===== src/rtl/program_loader.sv =====
// -----------------------------------------------------------------------------
// program_loader
//   Boot-time loader in front of the NanoRisc core. Accepts a framed byte
//   stream (LEN, N payload bytes, CHK), writes the payload into instruction
//   memory via its write port, and releases the core only once the image
//   checksum verifies.
//
//   State table
//     state   | meaning
//     IDLE    | after reset, waiting for start
//     LEN     | waiting for the length byte N (1..255)
//     DATA    | receiving payload bytes, one memory write per accept
//     CHECK   | waiting for the checksum byte
//     RUN     | image verified, core released (cpuRun=1)
//     ERROR   | bad length, bad checksum or byte timeout; core held
//
// Ports
//   clock_i        system clock, rising edge
//   resetN_i       asynchronous active-low reset
//   start_i        1-cycle pulse, begins a load from IDLE, RUN or ERROR
//   byteValid_i    source presents a byte on byteData_i
//   byteData_i     stream byte
//   byteReady_o    loader accepts a byte this cycle (LEN, DATA, CHECK)
//   imemWrite_o    instruction memory write strobe (registered)
//   imemAddress_o  instruction memory write address (held when idle)
//   imemData_o     instruction memory write data (held when idle)
//   cpuRun_o       1 = core released, 0 = core held
//   loadDone_o     1-cycle pulse on a verified image
//   loadError_o    high while in ERROR
// -----------------------------------------------------------------------------
module program_loader #(
    parameter int ADDR_WIDTH = 8,
    parameter int DATA_WIDTH = 8,
    parameter int START_ADDR = 0,
    parameter int TIMEOUT    = 255
) (
    input  logic                  clock_i,
    input  logic                  resetN_i,
    input  logic                  start_i,
    input  logic                  byteValid_i,
    input  logic [DATA_WIDTH-1:0] byteData_i,
    output logic                  byteReady_o,
    output logic                  imemWrite_o,
    output logic [ADDR_WIDTH-1:0] imemAddress_o,
    output logic [DATA_WIDTH-1:0] imemData_o,
    output logic                  cpuRun_o,
    output logic                  loadDone_o,
    output logic                  loadError_o
);

    localparam int TW = (TIMEOUT > 1) ? $clog2(TIMEOUT + 1) : 1;
    localparam bit TIMEOUT_EN = (TIMEOUT != 0);
    localparam logic [TW-1:0] TIMER_LOAD = TW'(TIMEOUT);
    localparam logic [ADDR_WIDTH-1:0] BASE_ADDR = ADDR_WIDTH'(START_ADDR);

    typedef enum logic [2:0] {
        S_IDLE,
        S_LEN,
        S_DATA,
        S_CHECK,
        S_RUN,
        S_ERROR
    } state_t;

    state_t                state_q, state_d;
    logic [DATA_WIDTH-1:0] len_q, len_d;
    logic [DATA_WIDTH-1:0] count_q, count_d;
    logic [DATA_WIDTH-1:0] sum_q, sum_d;
    logic [TW-1:0]         timer_q, timer_d;
    logic                  wr_q, wr_d;
    logic [ADDR_WIDTH-1:0] addr_q, addr_d;
    logic [DATA_WIDTH-1:0] data_q, data_d;
    logic                  done_q, done_d;

    logic                  ready;
    logic                  accept;
    logic [DATA_WIDTH-1:0] sum_plus_byte;

    always_ff @(posedge clock_i or negedge resetN_i) begin
        if (!resetN_i) begin
            state_q <= S_IDLE;
            len_q   <= '0;
            count_q <= '0;
            sum_q   <= '0;
            timer_q <= '0;
            wr_q    <= 1'b0;
            addr_q  <= '0;
            data_q  <= '0;
            done_q  <= 1'b0;
        end else begin
            state_q <= state_d;
            len_q   <= len_d;
            count_q <= count_d;
            sum_q   <= sum_d;
            timer_q <= timer_d;
            wr_q    <= wr_d;
            addr_q  <= addr_d;
            data_q  <= data_d;
            done_q  <= done_d;
        end
    end

    assign ready         = (state_q == S_LEN) || (state_q == S_DATA) || (state_q == S_CHECK);
    assign accept        = byteValid_i && ready;
    assign sum_plus_byte = sum_q + byteData_i;

    always_comb begin
        state_d = state_q;
        len_d   = len_q;
        count_d = count_q;
        sum_d   = sum_q;
        timer_d = timer_q;
        wr_d    = 1'b0;
        addr_d  = addr_q;
        data_d  = data_q;
        done_d  = 1'b0;

        case (state_q)
            S_IDLE, S_RUN, S_ERROR: begin
                if (start_i) begin
                    state_d = S_LEN;
                    timer_d = TIMER_LOAD;
                end
            end
            S_LEN: begin
                if (accept) begin
                    if (byteData_i == '0) begin
                        state_d = S_ERROR;
                    end else begin
                        state_d = S_DATA;
                        len_d   = byteData_i;
                        count_d = '0;
                        sum_d   = '0;
                        timer_d = TIMER_LOAD;
                    end
                end
            end
            S_DATA: begin
                if (accept) begin
                    wr_d    = 1'b1;
                    addr_d  = BASE_ADDR + ADDR_WIDTH'(count_q);
                    data_d  = byteData_i;
                    sum_d   = sum_plus_byte;
                    count_d = count_q + 1'b1;
                    timer_d = TIMER_LOAD;
                    if (count_q == len_q - 1'b1) begin
                        state_d = S_CHECK;
                    end
                end
            end
            S_CHECK: begin
                if (accept) begin
                    if (sum_plus_byte == '0) begin
                        state_d = S_RUN;
                        done_d  = 1'b1;
                    end else begin
                        state_d = S_ERROR;
                    end
                end
            end
            default: state_d = S_IDLE;
        endcase

        // Idle-gap timer counts down from TIMEOUT; the cycle it would pass
        // through 1 is the TIMEOUT-th consecutive cycle without a byte.
        if (TIMEOUT_EN && ready && !accept) begin
            timer_d = timer_q - 1'b1;
            if (timer_q == TW'(1)) begin
                state_d = S_ERROR;
            end
        end
    end

    assign byteReady_o   = ready;
    assign imemWrite_o   = wr_q;
    assign imemAddress_o = addr_q;
    assign imemData_o    = data_q;
    assign cpuRun_o      = (state_q == S_RUN);
    assign loadDone_o    = done_q;
    assign loadError_o   = (state_q == S_ERROR);

endmodule


===== config.mk =====
export PLATFORM = sky130hd
export DESIGN_NAME = program_loader
export DESIGN_NICKNAME = d
export VERILOG_FILES = /design/src/rtl/program_loader.sv
export SDC_FILE = /design/constraint.sdc
export NUM_CORES = 1
export LEC_CHECK = 0
export ABC_AREA = 1
export CORE_MARGIN = 10
export CORE_UTILIZATION = 45
export CTS_CLUSTER_DIAMETER = 50
export DETAILED_ROUTE_END_ITERATION = 16
export PLACE_DENSITY = 0.63
export SYNTH_ARGS = -nofsm -noshare
export SYNTH_HDL_FRONTEND = slang
export SYNTH_SLANG_ARGS = --single-unit

===== constraint.sdc =====
create_clock -name clock_i -period 4.2 [get_ports clock_i]
set_input_delay 0.84 -clock clock_i [delete_from_list [all_inputs] [get_ports clock_i]]
set_output_delay 0.84 -clock clock_i [all_outputs]
set_load 0.05 [all_outputs]

* Yosys cells after proc, flatten, opt, wreduce, memory -nomap -nowiden
Cells that the tools add are included.
** Word-level totals
- Register bits :: 53
- Output and inout port bits :: 21
** Operators by class
- Bitwise gates (word level) :: 1
- Add/subtract/negate cells :: 4
- Reduce and logical (&&, ||, !) cells :: 15
- Muxes and demuxes :: 27
- Eq/ne operators :: 14
** Operator list (number)
- 2-to-1 mux 8 bit :: 9
- case mux 8 bit (2 select lines) :: 2
- 2-to-1 mux 3 bit :: 8
- case mux 8 bit (3 select lines) :: 1
- logical NOT 8 bit :: 2
- subtractor 8 x 1 -> 8 bit, second input constant :: 2
- case mux 3 bit (4 select lines) :: 1
- inequality test 3 x 2 -> 1 bit, second input constant :: 3
- adder 8 x 1 -> 8 bit, second input constant :: 1
- adder 8 bit :: 1
- equality test 8 x 1 -> 1 bit, second input constant :: 1
- equality test 8 bit :: 1
- equality test 3 x 2 -> 1 bit, second input constant :: 2
- equality test 3 bit, second input constant :: 2
- 2-to-1 mux 1 bit :: 6
- inequality test 2 bit, second input constant :: 3
- AND reduction 5 bit :: 1
- AND reduction 4 bit :: 1
- nonzero test 4 bit :: 1
- equality test 3 x 1 -> 1 bit, second input constant :: 1
- logical NOT 3 bit :: 1
- inequality test 3 bit, second input constant :: 1
- AND reduction 3 bit :: 1
- OR reduction 3 bit :: 1
- other kinds (6) :: 8

* Longest topological paths before layout
- Word-level depth :: 8
- Gate-level depth with buffers :: 13
- Mapped depth without buffers :: 13

* Worst setup path before layout
Ideal clock, no wire load.
- Path kind :: input-to-reg
- Start :: input byteData_i[0]
- End :: register state_q[0]
- Arrival time :: 2.103 ns
- Path slack :: 1.971 ns
- Cell stages on the path :: 12
- Required time :: 4.074 ns
- Cells stage by stage :: ha_1 > fa_1 > nand2_1 > nand3_1 > nand3_1 > nand2_1 > nand2_1 > nand2_1 > nor2_1 > nand2_1 > nand2_1 > nand3_1
** Between the ends
- Longest elaborated chain between the ends :: 7
- Elaborated cells on any way between the ends :: 10
- Classes of those cells :: 1 x add/sub; 7 x mux; 2 x reduce/logical
** Ends and longest elaborated chain
- start: declaration :: line 41 : input logic [DATA_WIDTH-1:0] byteData_i,
- adder 8 bit :: line 105 : assign sum_plus_byte = sum_q + byteData_i;
- logical NOT 8 bit :: line 153 : if (sum_plus_byte == '0) begin
- 2-to-1 mux 1 bit :: line 153
- 2-to-1 mux 3 bit :: line 152 : if (accept) begin
- case mux 3 bit (4 select lines) (*) :: line 118 : case (state_q)
- 2-to-1 mux 3 bit :: line 168 : if (timer_q == TW'(1)) begin
- 2-to-1 mux 3 bit (*) :: line 166 : if (TIMEOUT_EN && ready && !accept) begin
- via state_d[0] :: line 65 : state_t state_q, state_d;
- end signal: assignment :: line 91 : state_q <= state_d;
- end: declaration :: line 65
The timed path passes the listed nets; every way through them passes the cells marked *.
A chain may end at the register's enable or synchronous reset.

* Worst setup path in the final report
- Start :: register state_q[0]
- End :: output cpuRun_o
** Between the ends
- Longest elaborated chain between the ends :: 1
** Ends and longest elaborated chain
- equality test 3 bit :: line 178 : assign cpuRun_o = (state_q == S_RUN);
- end: declaration :: line 46 : output logic cpuRun_o,
Every way passes these cells.

==> impl_metrics.json <==
{
  "status": "finished clean",
  "dieWidth_um": 105,
  "ys_warn_count": 0,
  "synth_compound_area_share_pct": 10.3,
  "synthFlopType": "dfrtp_1",
  "drt-initial-drc-count": 111,
  "setup_viol_count_final": 0,
  "hpwl_mm": 5.42,
  "leakage_uw": 0.00190,
  "synth_top_family_by_area": "simple AND/OR/NAND/NOR gates",
  "cts_setup_buffers": 0,
  "synth.area.top_cells": "dfrtp_1 (41%), nand2_1 (15%), inv_1 (6.6%), ha_1 (4.3%), nand3_1 (4.2%)",
  "crit_required_ps": 3360,
  "critPathArrivalTime_ps": 1900,
  "syn_area_mm2": 0.00324,
  "first_global_vias": 2720,
  "die_h_um": 105,
  "fin_cells": 562,
  "crit_path_start_kind": "flip-flop",
  "syn2layout_area_growth_pct": 15.9,
  "clkSlewWorstSetupHoldPaths_ps": 100,
  "ctsHoldBuffers": 0,
  "avgSynthCellArea_um2": 7.51,
  "drc": 0,
  "port_buffers": 32,
  "core_area_mm2": 0.00691,
  "gp_congestion": 0.824,
  "hold_viol_final": 0,
  "finish.utilization_pct": 54.3,
  "path_max_fanout": 4,
  "syn_nets": 455,
  "worst_pin_slew_ps": 906,
  "clkSinkCount": 53,
  "rsz0062_at_grt": "false",
  "hold_ws_ps": 481,
  "power_frac_clock_pct": 14.2,
  "cts_inserted_buffers": 5,
  "netSwitchingFraction_pct": 48.8,
  "root_buffer": "clkbuf_8",
  "grt_pass1_wl_mm": 12.5,
  "p_per_area_mw_per_mm2": 786,
  "cts_resized": 0,
  "fillers": 688,
  "start_util_pct": 46.8,
  "ios": 33,
  "period_needed_ps": 2740,
  "cp-end-kind": "output pin",
  "async_flop_share_pct": 100,
  "p_int_uw": 1510,
  "p_comb_share_pct": 56.1,
  "cap_violations": 0,
  "synth_cell_types": 31,
  "final.period_utilization_pct": 65.3,
  "yosysMostFrequentCell": "nand2_1",
  "synth_fa_ha_area_share_pct": 4.87,
  "wl_met3_um": 368,
  "drt_pass1_iterations": 4,
  "nets": 489,
  "top_layer": "met4",
  "wl_met1_mm": 3.42,
  "power.switching_uw": 1440,
  "synth.area.mux_share_pct": 0,
  "ys_ff_latch": 53,
  "placedCellCount": 554,
  "wl_met2_mm": 3.29,
  "synthSimpleGateAreaFrac_pct": 31.1,
  "yosys-top-cells-count": "nand2_1 (126), inv_1 (57), dfrtp_1 (53)",
  "wl_per_cell_um": 12.7,
  "timing.fmax_mhz": 365,
  "drtAntennaViolNets": 0,
  "clk_latency_ps": 310,
  "synthXorXnorAreaFrac_pct": 2.71,
  "ys_seq_area_share_pct": 41.0,
  "hp-class": "flip-flop to flip-flop",
  "fp.dieArea_mm2": 0.0110,
  "cts_buffer_depth": 2,
  "row_count": 30,
  "slew_headroom_pct": 39.6,
  "grt_max_degree": 41,
  "antenna_cells": 0,
  "ir_drop_uv": 460,
  "setup_tns_ps": 0,
  "synth_edf_count": 0,
  "cts_tree": "built",
  "vias": 2730,
  "viasPerCell": 4.86,
  "antenna_found_initial": 0,
  "yosys.area.top_type": "dfrtp_1",
  "skew_ps": 5.56,
  "crit_type": "flip-flop to output pin",
  "groute.usage.overall_pct": 13.3,
  "slew_violations": 0,
  "layout-drive-gt1-share_pct": 11.4,
  "grt_remaining_overflow": 0,
  "synthCells": 431,
  "yosysTopAreaCellShare_pct": 41.0,
  "htree_levels": 2,
  "routed_wl_mm": 7.15,
  "p_seq_share_pct": 29.7
}
[worst paths after layout]
check | startpoint | endpoint | slack, ps | cells after the start
min in group asynchronous | resetN_i | imemData_o[3] | 640 | 1
worst max-delay path | state_q[0] | cpuRun_o | 1460 | 4
worst min register to register | imemAddress_o[7] | imemAddress_o[7] | 480 | 2
worst max register to register | sum_q[0] | state_q[0] | 2320 | 12
worst min-delay path | imemAddress_o[7] | imemAddress_o[7] | 480 | 2
max in group asynchronous | resetN_i | timer_q[6] | 2810 | 2
[per-stage QoR]
stage          setup slack [ps]  power [uW]  cell area, um2
5_1_grt                    1350        3220            3750
4_1_cts                    1430        2970            3750
2_1_floorplan              1970        2180            3240
6_report                   1460        2950            3750
3_5_place_dp               1370        2550            3610
3_3_place_gp               1430        2510            3610
[state kept, by name (all words and copies together) (netlist names), 3 cells and up]
register / flops
count_q: 8
imemAddress_o: 8
imemData_o: 8
len_q: 8
state_q: 3
sum_q: 8
timer_q: 8
[cells by family after synthesis]
| family | Yosys count |
|---|---|
| buf+inv | 75 |
| fa+ha+maj | 12 |
| xor+xnor | 10 |
| flops | 53 |
| compound gates | 58 |
| simple gates | 223 |
[power groups by stage]
stage	Clock (uW)	Sequential, uW	Combinational (uW)
2_1_floorplan	0	1110	1070
3_3_place_gp	0	879	1630
3_5_place_dp	0	885	1660
4_1_cts	429	876	1670
5_1_grt	444	906	1870
6_report	419	875	1650
[worst max-delay path: stages (launching register included)]
cell and delay (ps):
dfrtp_1 420, nor2_2 220, inv_1 60, nor2_1 80, clkdlybuf4s50_1 810
[metal layers]
layer / global-route usage (%) / vias up
met1: 16.8 / 1251
li1: - / 1426
met2: 21.7 / 46
met4: 3.82 / 0
met3: 3.75 / 7
met5: 0 / -
[cell type report]
class / instances / area [um2] / area share [%]
inverters: 69 / 259 / 6.91
repair buffers: 33 / 323 / 8.61
well taps: 96 / 120 / 3.20
flip-flops and latches: 53 / 1330 / 35.4
clock buffers: 5 / 68.8 / 1.84
multi-input cells: 303 / 1580 / 42.2
clock inverters: 3 / 68.8 / 1.84
[placed cells by master, fill, tap and decap left out, drive strengths merged, types with 8 or more instances in the layout]
cell type,Yosys,final
a21oi,8,8
clkdlybuf4s50,0,31
dfrtp,53,53
ha,11,11
inv,69,70
nand2,136,136
nand3,28,28
nand4,8,8
nor2,41,41
o21ai,48,48
Power figures use the tool's default switching activity.
